===== src/rtl/seg7_pkg.sv =====
// rtl/seg7_pkg.sv - shared types and constants for the 7-segment scan controller
package seg7_pkg;

   typedef enum logic {BLANK, SHOW} state_t;

   localparam logic [6:0] SEG_OFF = 7'h7F;

   // Active-low {g,f,e,d,c,b,a} patterns for 0-F
   localparam logic [6:0] HEX_SEG [16] = '{
      7'h40, 7'h79, 7'h24, 7'h30, 7'h19, 7'h12, 7'h02, 7'h78,
      7'h00, 7'h10, 7'h08, 7'h03, 7'h46, 7'h21, 7'h06, 7'h0E
   };

endpackage


===== src/rtl/seg7_scan_controller_if.sv =====
// rtl/seg7_scan_controller_if.sv - display value inputs and board pin outputs of the scan controller
interface seg7_scan_controller_if #(parameter int N_DIGITS = 8);

   logic                  scan_en;
   logic [4*N_DIGITS-1:0] digits;
   logic [N_DIGITS-1:0]   dp_in;
   logic [N_DIGITS-1:0]   digit_mask;
   logic [N_DIGITS-1:0]   anodes;
   logic [6:0]            segments;
   logic                  dp;
   logic                  frame_done;

   modport master (
      output scan_en, digits, dp_in, digit_mask,
      input  anodes, segments, dp, frame_done
   );

   modport slave (
      input  scan_en, digits, dp_in, digit_mask,
      output anodes, segments, dp, frame_done
   );

endinterface


===== src/rtl/hex_to_sevenseg.sv =====
// rtl/hex_to_sevenseg.sv - combinational hex digit to active-low segment decoder
module hex_to_sevenseg
   import seg7_pkg::*;
(
   input  logic [3:0] value,
   output logic [6:0] segments
);

   assign segments = HEX_SEG[value];

endmodule


===== src/rtl/seg7_scan_controller.sv =====
// rtl/seg7_scan_controller.sv - round-robin multiplexed 7-segment scanner with blanking gaps
module seg7_scan_controller
   import seg7_pkg::*;
#(
   parameter int N_DIGITS     = 8,
   parameter int SHOW_CYCLES  = 100000,
   parameter int BLANK_CYCLES = 1000
) (
   input  logic clk,
   input  logic resetN,
   seg7_scan_controller_if.slave bus
);

   localparam int MAX_CYCLES = (SHOW_CYCLES > BLANK_CYCLES) ? SHOW_CYCLES : BLANK_CYCLES;
   localparam int CW = $clog2(MAX_CYCLES + 1);
   localparam int IW = $clog2(N_DIGITS);
   localparam logic [CW-1:0] SHOW_LOAD  = CW'(SHOW_CYCLES - 1);
   localparam logic [CW-1:0] BLANK_LOAD = CW'(BLANK_CYCLES - 1);
   localparam logic [IW-1:0] LAST_IDX   = IW'(N_DIGITS - 1);

   state_t                state;
   logic [CW-1:0]         cnt;
   logic [IW-1:0]         idx;
   logic [4*N_DIGITS-1:0] snap_digits;
   logic [N_DIGITS-1:0]   snap_dp;
   logic [N_DIGITS-1:0]   snap_mask;
   logic [N_DIGITS-1:0]   anodes_q;
   logic [6:0]            segments_q;
   logic                  dp_q;
   logic                  frame_done_q;

   // Digit 0 is shown from the live inputs on the same edge they are latched
   logic                  take_snap;
   logic [4*N_DIGITS-1:0] cur_digits;
   logic [N_DIGITS-1:0]   cur_dp;
   logic [N_DIGITS-1:0]   cur_mask;
   logic [3:0]            sel_digit;
   logic [6:0]            sel_seg;
   logic [N_DIGITS-1:0]   sel_anodes;

   assign take_snap  = (state == BLANK) && (cnt == '0) && (idx == '0);
   assign cur_digits = take_snap ? bus.digits     : snap_digits;
   assign cur_dp     = take_snap ? bus.dp_in      : snap_dp;
   assign cur_mask   = take_snap ? bus.digit_mask : snap_mask;
   assign sel_digit  = cur_digits[4*idx +: 4];
   assign sel_anodes = cur_mask[idx] ? ~(N_DIGITS'(1) << idx) : '1;

   hex_to_sevenseg u_dec (
      .value    (sel_digit),
      .segments (sel_seg)
   );

   always_ff @(posedge clk or negedge resetN) begin
      if (!resetN) begin
         state        <= BLANK;
         cnt          <= BLANK_LOAD;
         idx          <= '0;
         snap_digits  <= '0;
         snap_dp      <= '0;
         snap_mask    <= '0;
         anodes_q     <= '1;
         segments_q   <= SEG_OFF;
         dp_q         <= 1'b1;
         frame_done_q <= 1'b0;
      end else begin
         // Frame end still reports even when scanning is being stopped on this edge
         frame_done_q <= (state == SHOW) && (cnt == '0) && (idx == LAST_IDX);
         if (!bus.scan_en) begin
            state      <= BLANK;
            cnt        <= BLANK_LOAD;
            idx        <= '0;
            anodes_q   <= '1;
            segments_q <= SEG_OFF;
            dp_q       <= 1'b1;
         end else if (cnt != '0) begin
            cnt <= cnt - 1'b1;
         end else if (state == BLANK) begin
            state <= SHOW;
            cnt   <= SHOW_LOAD;
            if (take_snap) begin
               snap_digits <= bus.digits;
               snap_dp     <= bus.dp_in;
               snap_mask   <= bus.digit_mask;
            end
            anodes_q   <= sel_anodes;
            segments_q <= sel_seg;
            dp_q       <= ~cur_dp[idx];
         end else begin
            state      <= BLANK;
            cnt        <= BLANK_LOAD;
            idx        <= (idx == LAST_IDX) ? '0 : idx + 1'b1;
            anodes_q   <= '1;
            segments_q <= SEG_OFF;
            dp_q       <= 1'b1;
         end
      end
   end

   assign bus.anodes     = anodes_q;
   assign bus.segments   = segments_q;
   assign bus.dp         = dp_q;
   assign bus.frame_done = frame_done_q;

endmodule


===== src/flat_wrapper.sv =====
// flat-port wrapper written by rule: the top's interface ports become plain ports
module seg7_scan_controller_flat import seg7_pkg::*;
#(
   parameter int N_DIGITS     = 8,
   parameter int SHOW_CYCLES  = 100000,
   parameter int BLANK_CYCLES = 1000
)
  (clk, resetN, bus_scan_en, bus_digits, bus_dp_in, bus_digit_mask, bus_anodes, bus_segments, bus_dp, bus_frame_done);
  seg7_scan_controller_if #(.N_DIGITS(N_DIGITS)) bus_i ();
  input  logic clk;
  input  logic resetN;
  input wire logic [$bits(bus_i.scan_en)-1:0] bus_scan_en;
  input wire logic [$bits(bus_i.digits)-1:0] bus_digits;
  input wire logic [$bits(bus_i.dp_in)-1:0] bus_dp_in;
  input wire logic [$bits(bus_i.digit_mask)-1:0] bus_digit_mask;
  output wire logic [$bits(bus_i.anodes)-1:0] bus_anodes;
  output wire logic [$bits(bus_i.segments)-1:0] bus_segments;
  output wire logic [$bits(bus_i.dp)-1:0] bus_dp;
  output wire logic [$bits(bus_i.frame_done)-1:0] bus_frame_done;
  assign bus_i.scan_en = bus_scan_en;
  assign bus_i.digits = bus_digits;
  assign bus_i.dp_in = bus_dp_in;
  assign bus_i.digit_mask = bus_digit_mask;
  assign bus_anodes = bus_i.anodes;
  assign bus_segments = bus_i.segments;
  assign bus_dp = bus_i.dp;
  assign bus_frame_done = bus_i.frame_done;
  seg7_scan_controller #(.N_DIGITS(N_DIGITS), .SHOW_CYCLES(SHOW_CYCLES), .BLANK_CYCLES(BLANK_CYCLES)) u_core (.clk(clk), .resetN(resetN), .bus(bus_i));
endmodule

===== config.mk =====
export PLATFORM = sky130hd
export DESIGN_NAME = seg7_scan_controller_flat
export DESIGN_NICKNAME = d
export VERILOG_FILES = /design/src/rtl/seg7_pkg.sv /design/src/rtl/seg7_scan_controller_if.sv /design/src/rtl/hex_to_sevenseg.sv /design/src/rtl/seg7_scan_controller.sv /design/src/flat_wrapper.sv
export SDC_FILE = /design/constraint.sdc
export NUM_CORES = 1
export LEC_CHECK = 0
export BUFFER_PORTS_ARGS = -buffer_cell sky130_fd_sc_hd__buf_2
export CORE_UTILIZATION = 54
export CTS_BUF_LIST = sky130_fd_sc_hd__clkbuf_8 sky130_fd_sc_hd__clkbuf_16
export CTS_CLUSTER_DIAMETER = 50
export DETAILED_ROUTE_END_ITERATION = 8
export HOLD_SLACK_MARGIN = 0.03
export MAX_ROUTING_LAYER = met4
export PLACE_DENSITY = 0.76
export REMOVE_ABC_BUFFERS = 1
export SYNTH_ARGS = -nofsm -noshare
export SYNTH_HDL_FRONTEND = slang
export SYNTH_SLANG_ARGS = --single-unit
export TNS_END_PERCENT = 5

===== constraint.sdc =====
create_clock -name clk -period 5.4 [get_ports clk]
set_input_delay 0 -clock clk [delete_from_list [all_inputs] [get_ports clk]]
set_output_delay 0 -clock clk [all_outputs]
set_load 0.02 [all_outputs]

### Word level (Yosys, flattened, before mapping)

Memory sizes are Yosys's and may differ from the RTL's.
Index checks and enable logic that the tools add are counted.

| cells by class | value |
|---|---|
| equal/unequal tests | 3 |
| reductions and logical operators | 9 |
| multiplexer cells | 29 |
| shift operators | 2 |
| $add $sub $neg | 2 |
| bitwise gates (word level) | 5 |
| order comparisons | 2 |

Operators by type and width:

| kind | count |
|---|---|
| $mux 17 | 3 |
| $mux 8 | 6 |
| $mux 7 | 5 |
| $mux 32 | 1 |
| $shiftx 32x6->4 | 1 |
| $logic_not 17->1 | 1 |
| $reduce_bool 17->1 | 1 |
| $sub 17x1->17 const B | 1 |
| $mux 3 | 4 |
| $mux 1 | 8 |
| $not 8->8 | 1 |
| $shl 1x3->8 const A | 1 |
| $bmux 1 s3 | 2 |
| $ge 5x5->1 const B | 1 |
| $not 4->5 | 1 |
| $logic_and 1x1->1 | 4 |
| $lt 3x4->1 const B | 1 |
| $add 3x1->3 const B | 1 |
| $eq 3x3->1 const B | 1 |
| $logic_not 3->1 | 1 |
| $not 1->1 | 3 |
| $reduce_and 3->1 | 1 |
| $ne 2x1->1 const B | 1 |
| $ne 2x2->1 const B | 1 |
| $reduce_and 2->1 | 1 |

| storage, ports and cells | value |
|---|---|
| memories | 1 |
| output and inout bits | 17 |
| memory bits (read-only) | 112 |
| register bits | 86 |
| bits of input ports | 51 |
| logic and storage cells | 63 |

Memories:

| name | words | bits a word | read ports | clocked after Yosys merged registers in | wr ports | RTL line | text |
|---|---|---|---|---|---|---|---|
| (name not given) | 16 | 7 | 1 | 0 | 0 | hex_to_sevenseg.sv:9 | `assign segments = HEX_SEG[value];` |

### Longest topological paths before layout

| logic depth | value |
|---|---|
| word-level depth | 12 |
| mapped depth | 14 |
| mapped depth without buffers | 13 |

### Cells and area by module

A second synthesis with hierarchy kept.

| unflattened totals | value |
|---|---|
| cell total of the unflattened synthesis | 340 |
| area, all modules | 4560.6 sq um |

By module, submodules not included:

| module | area each (sq um) | cells an instance | seq. area each (sq um) | times used |
|---|---|---|---|---|
| seg7_scan_controller | 4291.6 | 307 | 2182.1 | 1 |
| hex_to_sevenseg | 269.0 | 33 | 0.0 | 1 |

### Worst setup path before layout

No wires, ideal clock.

| timing | value |
|---|---|
| path type | register to register |
| from | reg u_core.idx[0] |
| to | reg u_core.segments_q[0] (netlist: u_core.bus.segments[0]) |
| path slack | 1.544 ns |
| clock period less this slack | 3.856 ns |
| buffers on the path | 4 |
| required time | 5.312 ns |
| setup time | 0.088 ns |
| stages on the path, launching flop included | 14 |
| arrival | 3.768 ns |
| path through | dfrtp_1 clkbuf_1 inv_1 clkbuf_1 clkbuf_1 ha_1 nand3_4 buf_6 mux4_2 a221oi_1 ha_1 o21ai_0 and3_1 a221oi_2 |

| on the way | value |
|---|---|
| longest elaborated chain between the ends | 11 |

RTL lines:

| element | RTL line | text |
|---|---|---|
| from (decl) | seg7_scan_controller.sv:23 | `logic [IW-1:0] idx;` |
| from (signal assigned) | seg7_scan_controller.sv:91 | `idx <= (idx == LAST_IDX) ? '0 : idx + 1'b1;` |
| $logic_not 3->1 | seg7_scan_controller.sv:41 | `assign take_snap = (state == BLANK) && (cnt == '0) && (idx == '0);` |
| $logic_and 1x1->1 | seg7_scan_controller.sv:41 |  |
| $mux 32 | seg7_scan_controller.sv:42 | `assign cur_digits = take_snap ? bus.digits : snap_digits;` |
| $shiftx 32x6->4 * | seg7_scan_controller.sv:45 | `assign sel_digit = cur_digits[4*idx +: 4];` |
| $not 4->5 (not written as such) * | hex_to_sevenseg.sv:9 |  |
| $mem_v2 16x7 * | - |  |
| $mux 7 (not written as such) * (2 in series) | hex_to_sevenseg.sv:9 |  |
| $mux 7 * | seg7_scan_controller.sv:77 | `end else if (state == BLANK) begin` |
| $mux 7 * | seg7_scan_controller.sv:75 | `end else if (cnt != '0) begin` |
| $mux 7 * | seg7_scan_controller.sv:68 | `if (!bus.scan_en) begin` |
| to (signal assigned) | seg7_scan_controller.sv:86 | `segments_q <= sel_seg;` |
| to (decl) | seg7_scan_controller.sv:28 | `logic [6:0] segments_q;` |

Every way passes the cells marked *; elsewhere a longest branch is shown, timed or not. The select of a mux whose other input is x is not followed.
A chain may end at the register's enable or synchronous reset.

### Final worst setup path

| timing | value |
|---|---|
| from | reg u_core.cnt[0] |
| to | reg u_core.segments_q[0] (netlist: u_core.bus.segments[0]) |

| on the way | value |
|---|---|
| longest elaborated chain between the ends | 12 |
| elaborated cells on any way between the ends | 14 |
| classes of those cells | eq/ne (1); shift (1); mux (6); bitwise (1); reduce/logical (4); memory (1) |

RTL lines:

| element | RTL line | text |
|---|---|---|
| from (decl) | seg7_scan_controller.sv:22 | `logic [CW-1:0] cnt;` |
| from (signal assigned) | seg7_scan_controller.sv:76 | `cnt <= cnt - 1'b1;` |
| $logic_not 17->1 | seg7_scan_controller.sv:41 |  |
| $logic_and 1x1->1 (2 in series) | seg7_scan_controller.sv:41 |  |
| $mux 32 | seg7_scan_controller.sv:42 |  |
| $shiftx 32x6->4 | seg7_scan_controller.sv:45 |  |
| $not 4->5 (not written as such) | hex_to_sevenseg.sv:9 |  |
| $mem_v2 16x7 | - |  |
| $mux 7 (not written as such) (2 in series) | hex_to_sevenseg.sv:9 |  |
| $mux 7 | seg7_scan_controller.sv:77 |  |
| $mux 7 | seg7_scan_controller.sv:75 |  |
| $mux 7 | seg7_scan_controller.sv:68 |  |

Parallel ways exist; a longest one is shown, timed or not. The select of a mux whose other input is x is not followed.

==> flow_summary_export.csv <==
group,metric,value,unit
outcome,status,"finished clean",
cts,cts_tree,"built",
place,pre_cts_slack,1270,ps
final_layout,layout-drive-gt1-share,38.9,%
power_and_ir_drop,powerDensity,212,nW/um^2
cts,clkLatencyLatePin,360,ps
sta,setup_ws,1230,ps
final_layout,utilization,69.0,%
yosys,seq_area_frac_synth,48.0,%
yosys,synth_area_leaders,"dfrtp_1 (34%), dfstp_2 (14%), mux2_2 (12%)",
yosys,synth_edf_count,0,
floorplan,start_util,55.7,%
yosys,yosysTopAreaCell,"dfrtp_1",
yosys,avgSynthCellArea,12.7,um^2
place,gp_congestion,0.961,
sta,rsz0062_at_grt,"no",
setup_path,criticalPathCategory,"reg -> reg",
global_routing,grt_remaining_overflow,0,
worst_hold_path,hp-class,"in -> async",
floorplan,pin_count,68,
setup_path,reg2regPathDepth,12,
final_layout,area_delta_synth_final,23.9,%
place,hpwl,6420,um
global_routing,first_global_vias,3449,
yosys,syn_inst,357,
detailed_routing,vias,3323,
yosys,async_flop_share,100,%
sta,setup_viol,0,
place,placed_cells_incl_taps,515,
power_and_ir_drop,power.leakage,0.00264,uW
global_routing,grt_max_degree,87,
yosys,synth_area,4550,um^2
setup_path,required,5670,ps
cts,cts_root_buf,"clkbuf_8",
setup_path,timing.rr.end,"u_core.bus.segments[0]",
global_routing,antenna_found_initial,0,
detailed_routing,viasPerCell,5.72,
sta,clock.fmax,240,MHz
setup_path,critPathMaxFanout,17,
sta,fin_setup_tns,0,ps
sta,post-route-period-util,77.2,%
detailed_routing,wl,10200,um
sta,slew_headroom,30.1,%
final_layout,fin_area,5640,um^2
cts,ctsResizeCount,0,
floorplan,dieHeight,93.8,um
sta,fin_skew,18.4,ps
detailed_routing,drtAntennaViolNets,0,
detailed_routing,wl_per_cell,17.5,um
power_and_ir_drop,peakVddDrop,0.144,mV
place,post_dp_cell_area,4970,um^2
global_routing,grt_pass1_wl,16900,um
cts,cts_buffer_depth,2,
final_layout,final_cell_count_no_fill,581,
detailed_routing,remaining_drc_errors,0,
final_layout,diodes,0,
setup_path,r2r_setup_slack,1230,ps
final_layout,fillers,602,
yosys,ys_types,56,
detailed_routing,drt_iter0_drc,142,
global_routing,grt.total_usage,26.5,%
setup_path,critPathLaunchType,"register",
floorplan,dieArea,8800,um^2
floorplan,core,8180,um^2
setup_path,critPathArrivalTime,4440,ps
place,portBuffers,67,
yosys,yosys_register_bits,86,
final_layout,nNetsFinal,536,
sta,finalCriticalPeriod,4170,ps
cts,clk_pin_slew,90,ps
cts,cts_made_buffers,9,
cts,clock-sinks,86,
yosys,synth_top_area_share,34.1,%
sta,drv_slew,0,
yosys,yosys-top-cells-count,"dfrtp_1 (62), mux2_2 (49), nor2_1 (36)",
floorplan,die_width,93.8,um
cts,htreeDepth,3,
yosys,yosys_warnings,0,
detailed_routing,firstDrtPassIters,4,
setup_path,end_kind,"register",
floorplan,fp-row-count,33,
yosys,yosysMostFrequentCell,"dfrtp_1",
sta,tightest_slew,1050,ps
run,cap_violations,0,
sta,hold_viol_final,0,
yosys,ys.flop_type,"dfrtp_1",
setup_path,r2r-start,"u_core.cnt[0]",
[cells by family (layout without fill, tap and decap cells)]
logic type               count (synthesis)  in the layout  synth area share (%)
buffers and inverters                   25            144                  2.36
AO/OA/AOI/OAI                           49             49                  8.25
adder cells (fa/ha/maj)                 14             14                  3.85
flip-flops                              86             86                  48.0
AND/OR/NAND/NOR                         92             92                  10.4
multiplexers                            79             79                  24.9
XOR/XNOR                                12             12                  2.31
[worst max-delay path by stage]
stage             startpoint                      to  slack, ps  depth (start not counted)
2_1_floorplan  u_core.cnt[0]   u_core.snap_digits[0]       1180                          8
3_3_place_gp   u_core.cnt[0]  u_core.bus.segments[0]       1410                         12
3_5_place_dp   u_core.cnt[0]  u_core.bus.segments[0]       1270                         12
4_1_cts        u_core.cnt[0]  u_core.bus.segments[0]       1230                         12
5_1_grt        u_core.cnt[0]  u_core.bus.segments[0]        760                         12
6_report       u_core.cnt[0]  u_core.bus.segments[0]       1230                         12
[state kept, by name, indices dropped and copies added, names as in the netlist]
register and cells:
u_core.bus.segments 7, u_core.cnt 17, u_core.bus.anodes 8, u_core.snap_dp 8, u_core.snap_mask 8, u_core.idx 3, u_core.bus.frame_done 1, u_core.bus.dp 1
u_core.state 1, u_core.snap_digits 32
[routing by layer]
layer,routed length (um),vias up,share of wire (%),track usage [%]
li1,-,1555,-,-
met1,4400,1681,43,32.2
met2,5180,68,51,43.3
met3,384,19,3.8,5.50
met4,211,0,2.1,10.8
met5,0,-,0,-
[critical path, stage by stage (launching register included)]
cell	delay [ps]
dfstp_2	380
inv_1	100
ha_1	160
nor4b_1	310
and4_1	430
nand3_4	340
mux4_2	550
a22o_1	220
a221oi_1	600
ha_1	280
o21ai_0	170
and3_1	250
a221oi_2	270
[report_power, final]
part	switching [uW]	internal (uW)	total, uW	leakage, uW
logic	71.5	65.0	136	0.00142
registers	9.33	650	659	0.00112
clock network	224	176	399	0.000100
total	304	890	1190	0.00264
[per-stage QoR]
step	total power, uW	hold WS (ps)
global route	1240	415
finish	1190	363
CTS	1200	393
detailed placement	777	239
floorplan	723	-296
global placement	774	232
[layout make-up]
class                   instances  area, um^2  share of cell area (%)
flip-flops and latches         86        2180                    38.7
clock inverters                 6        33.8                   0.599
multi-input cells             246        2270                    40.2
well taps                     105         131                    2.33
clock buffers                  10         138                    2.44
repair buffers                119         853                    15.1
inverters                       9        33.8                   0.599
[layout by cell type (no fill, tap or decap), drive strengths merged, types with 3 or more instances in the layout]
master and count:
nor4 4, o21ai 7, and2 3, inv 11, a221oi 6, nor2 37
and3 6, mux2i 8, xnor2 5, mux2 50, nand3 4, ha 14
a31oi 4, dfstp 24, clkbuf 10, a21oi 16, nand3b 3, dfrtp 62
clkinv 4, nand2 20, xor2 7, mux4 21, nor3 8, buf 69
dlygate4sd3 50
[timing repair]
item                                    4_1_cts  5_1_grt
hold endpoints to repair                    117        0
endpoints found under the setup margin        0        0
hold buffers                                 50        0
buffers inserted                              0        0
Power figures use the tool's default switching activity.
